File: src/rtl/alu_pkg.sv
// Shared types and constants for the multicycle ALU (alu_mc) and its iterative mul/div unit.
package alu_pkg;

  localparam int DEF_DATA_WIDTH   = 8;
  localparam int DEF_BUS_WIDTH    = 8;
  localparam int DEF_OPCODE_WIDTH = 6;

  // opcode[5:3]; opcode[2] picks the variant inside each group
  typedef enum logic [2:0] {
    G_ADD = 3'd0,
    G_SUB = 3'd1,
    G_SHL = 3'd2,
    G_SHR = 3'd3,
    G_GT  = 3'd4,
    G_EQ  = 3'd5,
    G_MD  = 3'd6,
    G_SYS = 3'd7
  } op_grp_e;

  typedef enum logic [1:0] {
    IDLE = 2'd0,
    CALC = 2'd1,
    DONE = 2'd2
  } state_e;

  localparam logic [5:0] OP_FINISH = 6'h3F;

endpackage

File: src/rtl/alu_mc_muldiv.sv
// Iterative unsigned shift-add multiplier / restoring divider, one bit per cycle for DATA_WIDTH cycles.
// ALU_MC_EXT_RESULT_EN widens the multiply accumulator to 2*DATA_WIDTH and exposes hi_o.
module alu_mc_muldiv
  import alu_pkg::*;
#(
  parameter int DATA_WIDTH = DEF_DATA_WIDTH
) (
  input  logic                  clk,
  input  logic                  rst,
  input  logic                  start_i,
  input  logic                  div_i,
  input  logic [DATA_WIDTH-1:0] a_i,
  input  logic [DATA_WIDTH-1:0] b_i,
  output logic [DATA_WIDTH-1:0] lo_o,
`ifdef ALU_MC_EXT_RESULT_EN
  output logic [DATA_WIDTH-1:0] hi_o,
`endif
  output logic                  last_o,
  output logic                  div0_o
);

  localparam int W  = DATA_WIDTH;
`ifdef ALU_MC_EXT_RESULT_EN
  localparam int AW = 2 * W;
`else
  localparam int AW = W;
`endif
  localparam int CW = $clog2(W);

  // acc: product accumulator or partial remainder; opb: shifted multiplicand or divisor;
  // sh: multiplier (consumed LSB first) or dividend/quotient (shifted MSB first)
  logic [AW-1:0] acc_q, acc_d, opb_q, opb_d;
  logic [W-1:0]  sh_q, sh_d;
  logic [CW-1:0] cnt_q, cnt_d;
  logic          run_q, run_d, div_q, div_d;
  logic [W:0]    trial, rdiff;

  assign last_o = run_q && (cnt_q == CW'(W - 1));
  assign div0_o = div_i && (b_i == '0);

  always_comb begin
    acc_d = acc_q;
    opb_d = opb_q;
    sh_d  = sh_q;
    cnt_d = cnt_q;
    run_d = run_q;
    div_d = div_q;
    trial = {acc_q[W-1:0], sh_q[W-1]};
    rdiff = trial - {1'b0, opb_q[W-1:0]};
    if (start_i) begin
      acc_d = '0;
      opb_d = AW'(b_i);
      sh_d  = a_i;
      cnt_d = '0;
      run_d = 1'b1;
      div_d = div_i;
    end else if (run_q) begin
      if (div_q) begin
        // borrow out of the trial subtraction means restore
        if (!rdiff[W]) begin
          acc_d = AW'(rdiff[W-1:0]);
          sh_d  = {sh_q[W-2:0], 1'b1};
        end else begin
          acc_d = AW'(trial[W-1:0]);
          sh_d  = {sh_q[W-2:0], 1'b0};
        end
      end else begin
        if (sh_q[0]) acc_d = acc_q + opb_q;
        opb_d = opb_q << 1;
        sh_d  = sh_q >> 1;
      end
      cnt_d = cnt_q + CW'(1);
      if (last_o) run_d = 1'b0;
    end
  end

  // Next-state view so the final step can be captured on the same edge it completes
  assign lo_o = div_q ? sh_d : acc_d[W-1:0];
`ifdef ALU_MC_EXT_RESULT_EN
  assign hi_o = div_q ? acc_d[W-1:0] : acc_d[AW-1:W];
`endif

  always_ff @(posedge clk) begin
    if (rst) begin
      acc_q <= '0;
      opb_q <= '0;
      sh_q  <= '0;
      cnt_q <= '0;
      run_q <= 1'b0;
      div_q <= 1'b0;
    end else begin
      acc_q <= acc_d;
      opb_q <= opb_d;
      sh_q  <= sh_d;
      cnt_q <= cnt_d;
      run_q <= run_d;
      div_q <= div_d;
    end
  end

endmodule

File: src/rtl/alu_mc.sv
// Multicycle ALU: start/done handshake, single-cycle logic/arith ops, iterative MUL/DIV, err and sticky halt.
// ALU_MC_EXT_RESULT_EN enables result_hi (product high half / remainder); otherwise result_hi is 0.
module alu_mc
  import alu_pkg::*;
#(
  parameter int DATA_WIDTH   = DEF_DATA_WIDTH,
  parameter int BUS_WIDTH    = DEF_BUS_WIDTH,
  parameter int OPCODE_WIDTH = DEF_OPCODE_WIDTH
) (
  input  logic                    clk,
  input  logic                    rst,
  input  logic                    start,
  input  logic [DATA_WIDTH-1:0]   value1,
  input  logic [DATA_WIDTH-1:0]   value2,
  input  logic [BUS_WIDTH-1:0]    addr1,
  input  logic [BUS_WIDTH-1:0]    addr2,
  input  logic [OPCODE_WIDTH-1:0] opcode,
  output logic                    busy,
  output logic                    done,
  output logic [DATA_WIDTH-1:0]   result,
  output logic [DATA_WIDTH-1:0]   result_hi,
  output logic                    err,
  output logic                    halt
);

  localparam int DW = DATA_WIDTH;
  localparam logic [DW-1:0] SH_LIM = DW'(DATA_WIDTH);

  state_e        state_q, state_d;
  logic          done_q, done_d, err_q, err_d, halt_q, halt_d;
  logic [DW-1:0] result_q, result_d, hi_q, hi_d;
  logic [DW-1:0] a1x, a2x, op1, op2, alu_res, md_lo, md_hi;
  logic          accept, md_start, md_last, md_div0, var_b;
  op_grp_e       grp;

  // Address operands are zero-extended or truncated to the datapath width
  if (BUS_WIDTH >= DW) begin : g_addr_trunc
    assign a1x = addr1[DW-1:0];
    assign a2x = addr2[DW-1:0];
  end else begin : g_addr_ext
    assign a1x = {{(DW-BUS_WIDTH){1'b0}}, addr1};
    assign a2x = {{(DW-BUS_WIDTH){1'b0}}, addr2};
  end

  assign op1    = opcode[0] ? a1x : value1;
  assign op2    = opcode[1] ? a2x : value2;
  assign grp    = op_grp_e'(opcode[5:3]);
  assign var_b  = opcode[2];
  assign accept = start && (state_q == IDLE) && !halt_q;

  always_comb begin
    alu_res = '0;
    case (grp)
      G_ADD: alu_res = var_b ? (op1 ^ op2) : (op1 + op2);
      G_SUB: alu_res = var_b ? (op1 | op2) : (op1 - op2);
      G_SHL: alu_res = var_b ? ~(op1 | op2) : ((op2 >= SH_LIM) ? '0 : (op1 << op2));
      G_SHR: alu_res = var_b ? (op1 & op2) : ((op2 >= SH_LIM) ? '0 : (op1 >> op2));
      G_GT:  alu_res = var_b ? ~(op1 & op2) : {DW{op1 > op2}};
      G_EQ:  alu_res = var_b ? ~(op1 ^ op2) : {DW{op1 == op2}};
      default: alu_res = '0;
    endcase
  end

  always_comb begin
    state_d  = state_q;
    done_d   = 1'b0;
    err_d    = err_q;
    halt_d   = halt_q;
    result_d = result_q;
    hi_d     = hi_q;
    md_start = 1'b0;
    case (state_q)
      IDLE: begin
        if (accept) begin
          err_d = 1'b0;
          hi_d  = '0;
          if (grp == G_MD) begin
            if (md_div0) begin
              done_d   = 1'b1;
              err_d    = 1'b1;
              result_d = '1;
            end else begin
              md_start = 1'b1;
              state_d  = CALC;
            end
          end else if (grp == G_SYS) begin
            // FINISH and the reserved codes leave result untouched
            done_d = 1'b1;
            if (opcode[5:0] == OP_FINISH) halt_d = 1'b1;
            else                          err_d  = 1'b1;
          end else begin
            done_d   = 1'b1;
            result_d = alu_res;
          end
        end
      end
      CALC: begin
        if (md_last) begin
          state_d  = DONE;
          done_d   = 1'b1;
          result_d = md_lo;
          hi_d     = md_hi;
        end
      end
      default: state_d = IDLE;
    endcase
  end

  alu_mc_muldiv #(.DATA_WIDTH(DW)) u_muldiv (
    .clk     (clk),
    .rst     (rst),
    .start_i (md_start),
    .div_i   (var_b),
    .a_i     (op1),
    .b_i     (op2),
    .lo_o    (md_lo),
`ifdef ALU_MC_EXT_RESULT_EN
    .hi_o    (md_hi),
`endif
    .last_o  (md_last),
    .div0_o  (md_div0)
  );

`ifndef ALU_MC_EXT_RESULT_EN
  assign md_hi = '0;
`endif

  always_ff @(posedge clk) begin
    if (rst) begin
      state_q  <= IDLE;
      done_q   <= 1'b0;
      err_q    <= 1'b0;
      halt_q   <= 1'b0;
      result_q <= '0;
      hi_q     <= '0;
    end else begin
      state_q  <= state_d;
      done_q   <= done_d;
      err_q    <= err_d;
      halt_q   <= halt_d;
      result_q <= result_d;
      hi_q     <= hi_d;
    end
  end

  assign busy      = (state_q == CALC);
  assign done      = done_q;
  assign err       = err_q;
  assign halt      = halt_q;
  assign result    = result_q;
  assign result_hi = hi_q;

endmodule

File: config.mk
export PLATFORM = sky130hd
export DESIGN_NAME = alu_mc
export DESIGN_NICKNAME = d
export VERILOG_FILES = /design/src/rtl/alu_pkg.sv /design/src/rtl/alu_mc_muldiv.sv /design/src/rtl/alu_mc.sv
export SDC_FILE = /design/constraint.sdc
export NUM_CORES = 1
export LEC_CHECK = 0
export BUFFER_PORTS_ARGS = -buffer_cell sky130_fd_sc_hd__buf_2
export CAP_MARGIN = 20
export CORE_ASPECT_RATIO = 0.6
export CORE_UTILIZATION = 50
export DETAILED_ROUTE_END_ITERATION = 6
export PLACE_DENSITY = 0.75
export RECOVER_POWER = 50
export SKIP_CTS_REPAIR_TIMING = 1
export SLEW_MARGIN = 25
export SYNTH_ARGS = -nofsm -noshare
export SYNTH_HDL_FRONTEND = slang
export SYNTH_SLANG_ARGS = --single-unit
File: constraint.sdc
create_clock -name clk -period 3.91 [get_ports clk]
set_clock_uncertainty 0.1 [all_clocks]
set_input_delay 0.391 -clock clk [delete_from_list [all_inputs] [get_ports clk]]
set_output_delay 0.391 -clock clk [all_outputs]
set_load 0.02 [all_outputs]
==> results of run 1 <==
[per-layer routing]
layer  wire (um)  global-route usage [%]
met5          40                       0
met4         352                   8.000
met3        3300                   17.89
met2        7400                   47.09
met1        9421                   53.46
[through the flow]
| step | util, % | setup WS [ns] | cells | area, um^2 |
|---|---|---|---|---|
| 6_report | 58.03 | 0.2689 | 895 | 5896 |
| 5_1_grt | 58.03 | 0.1524 | 895 | 5896 |
| 3_3_place_gp | 56.86 | 0.2074 | 887 | 5777 |
| 4_1_cts | 58.34 | 0.4205 | 895 | 5927 |
| 2_1_floorplan | - | 0.7207 | 726 | 5403 |
| 3_5_place_dp | 56.86 | 0.1359 | 887 | 5777 |
[state kept, by name (all words and copies together) (netlist names)]
register / flops
u_muldiv.opb_q: 8
result: 8
u_muldiv.sh_q: 8
halt: 1
state_q: 2
u_muldiv.div_q: 1
u_muldiv.run_q: 1
done: 1
u_muldiv.cnt_q: 3
err: 1
u_muldiv.acc_q: 8
[critical path: cells and delay by family]
family	cells	cell delay, ns
compound gates	5	2.08
buf+inv	1	0.23
mux	1	0.35
simple gates	1	0.70
[how the worst min path moves through the flow]
stage	startpoint	to	cells past startpoint
floorplan	state_q[1]	done	1
global placement	err	err	2
detailed placement	err	err	2
CTS	start	halt	3
global route	start	halt	3
finish	start	halt	3
[power by group through the flow]
stage	registers [uW]	clock network (uW)	logic (uW)
3_5_place_dp	475	0	632
5_1_grt	468	464	703
3_3_place_gp	474	0	622
4_1_cts	465	444	636
6_report	466	446	655
2_1_floorplan	477	0	428
[Yosys cell counts, types with 19 or more instances]
cell	instances	area [um^2]
sky130_fd_sc_hd__a211oi_1	31	232.7
sky130_fd_sc_hd__a21oi_1	64	320.3
sky130_fd_sc_hd__clkbuf_1	26	97.59
sky130_fd_sc_hd__dfxtp_1	42	840.8
sky130_fd_sc_hd__ha_1	42	525.5
sky130_fd_sc_hd__inv_1	40	150.1
sky130_fd_sc_hd__mux2i_1	42	420.4
sky130_fd_sc_hd__nand2_1	40	150.1
sky130_fd_sc_hd__nand3_1	19	95.09
sky130_fd_sc_hd__nor2_1	67	251.5
sky130_fd_sc_hd__nor3_1	26	130.1
sky130_fd_sc_hd__o21ai_0	21	105.1
[logic make-up after synthesis]
group | count (synthesis)
adders and majority gates | 46
AOI/OAI and AO/OA | 234
buffers and inverters | 99
other | 1
DFF | 42
and+or+nand+nor | 230
muxes | 51
xor gates and xnor gates | 16
[area by class of cell]
| type | instances | area, um^2 | area share, % |
|---|---|---|---|
| multi-input cells | 585 | 4110 | 69.72 |
| clock buffers | 5 | 125.1 | 2.122 |
| well taps | 135 | 168.9 | 2.865 |
| flip-flops and latches | 42 | 840.8 | 14.26 |
| clock inverters | 3 | 25.02 | 0.4244 |
| repair buffers | 83 | 465.4 | 7.895 |
| inverters | 42 | 160.2 | 2.716 |
==> summary by stage, run 1 <==
Floorplan
The height of the chip is 82.32 um. In this run the standard cell core region covers 10160 um^2. The number of core rows is 28. The initial standard-cell utilization of the core is 52.92%. The number of top-level design ports is 61. The horizontal die dimension is 135.9 um. The area enclosed by the die boundary is 11180 um^2.

Critical path
The critical-path cell with the highest stage delay is sky130_fd_sc_hd__o21ai_0. The capturing instance or port of the critical path is result[1]. The critical path's largest stage delay is 1.21 ns. Along the worst path, the maximum fanout reaches 18.

The most frequent cell on the critical path is sky130_fd_sc_hd__o21ai_0. The worst-case reg-to-reg path depth is 12. The endpoint of the worst-slack reg-to-reg timing path is u_muldiv.acc_q[7]. Across all register-to-register paths, the minimum setup slack is 0.63 ns. Walking the worst path, the cells encountered are buf_2, nor3_1, o21ai_0, o21ai_0, mux2i_1, a211oi_1, a21oi_1, o22ai_1. The required time of the worst setup path is 4.03 ns. The launching instance or port of the critical path is opcode[1]. In this run the critical register-to-register path is launched from u_muldiv.opb_q[0]. The worst setup path is of the input pin to flop kind. STA classifies the critical path endpoint as a flop.

STA classifies the critical path startpoint as an input pin. Data on the critical path arrives at its endpoint at 3.76 ns.

Yosys
The fraction of the mapped netlist area in adder cells is 11.26%. The multiplexer share of the synthesized area is 10.38%. The post-synthesis instance area is 5376 um^2.

The synthesized netlist devotes 29.74% of its cell area to compound gates. Counting flops with a built-in enable in the synthesized netlist gives 0. After Yosys synthesis, XOR and XNOR cells account for 2.606% of the synthesized area.

The dominant combinational cell family by area after synthesis is compound AO/OA/AOI/OAI gates. In this run, synthesis produced a sequential element count of 42. The flip-flop cell with the highest count after synthesis is sky130_fd_sc_hd__dfxtp_1. Counting distinct cell types in the post-synthesis netlist gives 83. The share of the yosys chip area belonging to registers is 15.64%. The mean area per synthesized cell is 7.478 um^2.

For this run, asynchronously set or reset flops after synthesis account for 0%. Synthesis produced a netlist whose cell count is 719. The synthesized netlist devotes 21.97% of its cell area to simple gates. The count of synthesis-stage warnings from yosys is 0.

Drt
The average detailed-routed wire length per instance is 22.92 um. The detailed router finished its first iteration with 815 violations. The vias after detailed routing is 5929. The first detailed-routing pass took 5 iterations.

In this run the remaining antenna-violating nets after routing total 0. The total length of routed wires is 20520 um. Dividing the detail-routed via count by the number of cells gives 6.625. The total DRC errors in the routed layout is 0.

Pwr
In this run switching power makes up 40.97% of total power. The static leakage is 0.002350 uW. The design draws 1567 uW. Per report_power, the sequential group accounts for 29.8% of the total. The largest vdd supply drop is 0.2835 mV. Dividing total power by cell area gives a power density of 265.9 nW/um^2. The internal power of the cells totals 925.2 uW. The logic gate share of total power is 41.8%.

The switching power total is 642.2 uW. The proportion of power drawn by the clock network is 28.4%.

Global routing
The via count of the first global-routing pass was 5263. The initial antenna violation count came to 1. The largest net degree at the start of global routing is 38. The total congestion overflow is 0. The overall fraction of global-route tracks in use is 36.88%. The first global-routing pass estimated 30550 um of wire.

Clocking
The number of buffers inserted during clock tree synthesis is 5. The clock slew seen by the registers of the worst setup and hold paths is 0.07 ns. CTS placed an instance of sky130_fd_sc_hd__clkbuf_16 at the clock tree root. The number of sinks driven by the clock tree is 42. The clock passes through at most 2 buffers.

The latest clock arrival within the worst-skew pair is 0.30 ns. The H-tree generated during clock tree synthesis spans 2 levels. TritonCTS built the clock tree.

Cells and area
Leaving out fill and tap cells, the most frequent cell in the layout is sky130_fd_sc_hd__nor2_1. In the layout the commonest cells are sky130_fd_sc_hd__nor2_1 (67), sky130_fd_sc_hd__a21oi_1 (64), sky130_fd_sc_hd__mux2i_1 (42), sky130_fd_sc_hd__ha_1 (42), sky130_fd_sc_hd__dfxtp_1 (42). The proportion of layout cells with a drive suffix above 1 is 13.03%.

The count of fill cells added during filler insertion is 947. 0 antenna diodes ended up in the layout. The layout-stage area growth over the synthesis result is 9.658%. At the end of the flow, the number of nets in the layout was 846.

Timing
The transition at the pin with the smallest max-transition slack is 1.455 ns. The worst path needs 3.641 ns of the cycle, external delays included. The worst pin sits at a relative slew slack of 1.963%. The worst hold slack after final layout is 0.2985 ns. Setup repair after global routing left no endpoint under its margin. The count of final setup violators is 0. The count of final hold-check violations is 0. Adding up every negative setup slack in the final design gives 0 ns. The final count of pins violating max slew is 0. Timing would allow up to 274.6 MHz. Of the available clock period, the critical path in the final layout requires 93.12%.

Run status
The run finished with clean final reports.

Placement
The total half-perimeter wirelength after legalization and detailed placement is 15980 um. The number of port buffers is 52. At the end of routability-driven placement, the weighted congestion stood at 1.069.

Run
The max-cap check violation count is 0.

Min path
The min-delay analysis places its worst path in the category input pin to flop.
(Power assumes the default switching activity.)
==> run 2: changes to the inputs <==
==> constraint.sdc (replaced) <==
create_clock -name clk -period 4 [get_ports clk]
set_clock_uncertainty 0.1 [all_clocks]
set_input_delay 0.4 -clock clk [delete_from_list [all_inputs] [get_ports clk]]
set_output_delay 0.4 -clock clk [all_outputs]
set_load 0.02 [all_outputs]
==> summary by stage, run 2 (same netlist as run 1, synthesis figures left out) <==
Run status
Outcome: completed (unchanged).

Critical path
The launching instance or port of the critical path is opcode[1] (unchanged). The worst endpoint data arrival time is 3.80 ns (was 3.76 ns). The endpoint class of the critical path is a flop (unchanged). The startpoint of the lowest-slack register-to-register path is u_muldiv.opb_q[0] (unchanged).

The required time of the worst setup path was 4.05 ns (was 4.03 ns). The start-to-end type of the worst setup path was input pin to flop (unchanged). The largest driver fanout on the critical path is 18 (unchanged). The startpoint type of the worst setup path is an input pin (unchanged).

Drt
The average detailed-routed wire length per instance is 22.78 um (was 22.92 um). The total length of routed wires is 20320 um (was 20520 um). The total DRC errors in the routed layout is 0 (unchanged).

The DRC marker count from the first detailed-route iteration is 790 (was 815). The vias after detailed routing is 5915 (was 5929). The remaining number of nets flagged by the antenna check after routing is 0 (unchanged).

The number of search-and-repair iterations in the first detailed-routing pass was 5 (unchanged). The routed via count divided by cell count is 6.631 (was 6.625).

Timing
The transition at the pin with the smallest max-transition slack is 1.251 ns (was 1.455 ns). Static timing analysis puts the maximum clock frequency at 267.0 MHz. After layout, the worst path uses 93.65% of the clock period. The count of final hold-check violations was 0 (unchanged). The headroom to the max-slew limit came to 16.59% (was 1.963%).

The routed design could run at a clock period as short as 3.746 ns. The final count of pins violating max slew is 0 (unchanged). The worst hold slack after final layout is 0.3291 ns (was 0.2985 ns). The final setup TNS is 0 ns (unchanged).

Unrepaired setup endpoints after global routing: false (unchanged). The count of final setup violators came to 0 (unchanged).

Pwr
The static leakage is 0.002348 uW (was 0.002350 uW). The largest vdd supply drop came to 0.1940 mV (was 0.2835 mV). The power per cell area is 266.7 nW/um^2 (was 265.9 nW/um^2).

Cells and area
The proportion of layout cells with a drive suffix above 1 is 12.70% (was 13.03%). Commonest cells after routing, fill and taps aside: sky130_fd_sc_hd__nor2_1 (67), sky130_fd_sc_hd__a21oi_1 (64), sky130_fd_sc_hd__mux2i_1 (42), sky130_fd_sc_hd__ha_1 (42), sky130_fd_sc_hd__dfxtp_1 (42) (unchanged). The most common library cell in the layout ignoring fill and taps is sky130_fd_sc_hd__nor2_1 (unchanged). The number of nets in the final layout is 842 (was 846).

The layout-stage area growth over the synthesis result is 9.565% (was 9.658%).

Global routing
The via count of the first global-routing pass came to 5100 (was 5263). The overall fraction of global-route tracks in use is 36.56% (was 36.88%). The total congestion overflow is 0 (unchanged).

The initial antenna violation count is 2 (was 1). The wire length of the first global-routing pass is 30020 um (was 30550 um). The largest net degree at the start of global routing is 38 (unchanged).

Clocking
The number of sinks driven by the clock tree is 42 (unchanged). The latest clock arrival within the worst-skew pair was 0.29 ns (was 0.30 ns). The number of levels in the clock H-tree is 2 (unchanged). The clock slew seen by the registers of the worst setup and hold paths was 0.07 ns (about the same).

The number of buffers on the longest clock path came to 2 (unchanged). The number of buffers inserted during clock tree synthesis is 5 (unchanged). The CTS tree was yes (unchanged).

The buffer type at the clock tree root is sky130_fd_sc_hd__clkbuf_16 (unchanged).

Min path
The worst hold path startpoint is start (unchanged). The path class of the lowest-slack min-delay path is input pin to flop (unchanged).

Placement
The final weighted congestion in routability-driven placement is 0.9849 (was 1.069). The number of port buffers is 52 (unchanged). The total half-perimeter wirelength after legalization and detailed placement is 16240 um (was 15980 um).

Floorplan
The core area is 10160 um^2 (unchanged). The number of top-level design ports is 61 (unchanged). The height of the chip is 82.32 um (unchanged). The number of core rows came to 28 (unchanged). The initial standard-cell utilization of the core is 52.92% (unchanged).

The area enclosed by the die boundary is 11180 um^2 (unchanged). The horizontal die dimension is 135.9 um (unchanged).

Run
The max-cap check violation count was 0 (unchanged).
run 2: cell count changes in the layout (fill, tap and decap cells not counted):
| cell | previous run | this run |
|---|---|---|
| sky130_fd_sc_hd__clkinv_4 | 1 | 0 |
| sky130_fd_sc_hd__bufinv_16 | 0 | 1 |
| sky130_fd_sc_hd__buf_4 | 28 | 25 |
| sky130_fd_sc_hd__clkinvlp_4 | 1 | 0 |
| sky130_fd_sc_hd__diode_2 | 0 | 1 |
| sky130_fd_sc_hd__clkbuf_1 | 16 | 15 |
| sky130_fd_sc_hd__clkinv_2 | 0 | 1 |
run 2: final timing paths:
path	endpoint	slack, ns	cells after the start
setup / recovery	result[0]	0.25	9
hold / removal	halt	0.33	3
setup reg to reg	u_muldiv.acc_q[5]	0.56	12
hold reg to reg	err	0.41	2
run 2: routing by layer:
layer / routed length, um / global-route usage, %
met3: 3091 / 17.16
met1: 9560 / 53.59
met4: 239 / 5.778
met2: 7417 / 47.35
met5: 14 / 0
run 2: cell type report:
type	instances	area, um^2
Antenna cell	1	2.502
Fill cell	962	4269
Inverter	42	160.2
Timing Repair Buffer	79	439.2
Clock buffer	5	125.1
Sequential cell	42	840.8
Tap cell	135	168.9
Clock inverter	3	43.79
Multi-Input combinational cell	585	4110
run 2: metrics by stage:
| step | power [uW] | setup WS [ns] | instance area, um^2 | utilization (%) | cells |
|---|---|---|---|---|---|
| after floorplan | 885.1 | 0.8017 | 5403 | - | 726 |
| after global placement | 1067 | 0.4271 | 5747 | 56.56 | 883 |
| after detailed placement | 1075 | 0.3210 | 5747 | 56.56 | 883 |
| after CTS | 1549 | 0.6055 | 5916 | 58.23 | 891 |
| after global routing | 1633 | 0.1908 | 5888 | 57.96 | 891 |
| final | 1571 | 0.2541 | 5891 | 57.98 | 892 |
run 2: worst max-delay path: stages:
cell and delay (ns):
sky130_fd_sc_hd__buf_2 0.33, sky130_fd_sc_hd__nor3b_1 0.83, sky130_fd_sc_hd__o21ai_0 0.32, sky130_fd_sc_hd__o21ai_0 0.97
sky130_fd_sc_hd__clkbuf_1 0.34, sky130_fd_sc_hd__o22ai_1 0.15, sky130_fd_sc_hd__a21oi_1 0.19, sky130_fd_sc_hd__a211o_1 0.17
sky130_fd_sc_hd__o311ai_2 0.10
run 2: power by group:
group	internal, uW	switching (uW)	total, uW	leakage (uW)
combinational	227	409	636	0.00192
sequential	437	20.1	457	0.000341
clock	296	182	478	0.0000842
total	960	611	1570	0.00235
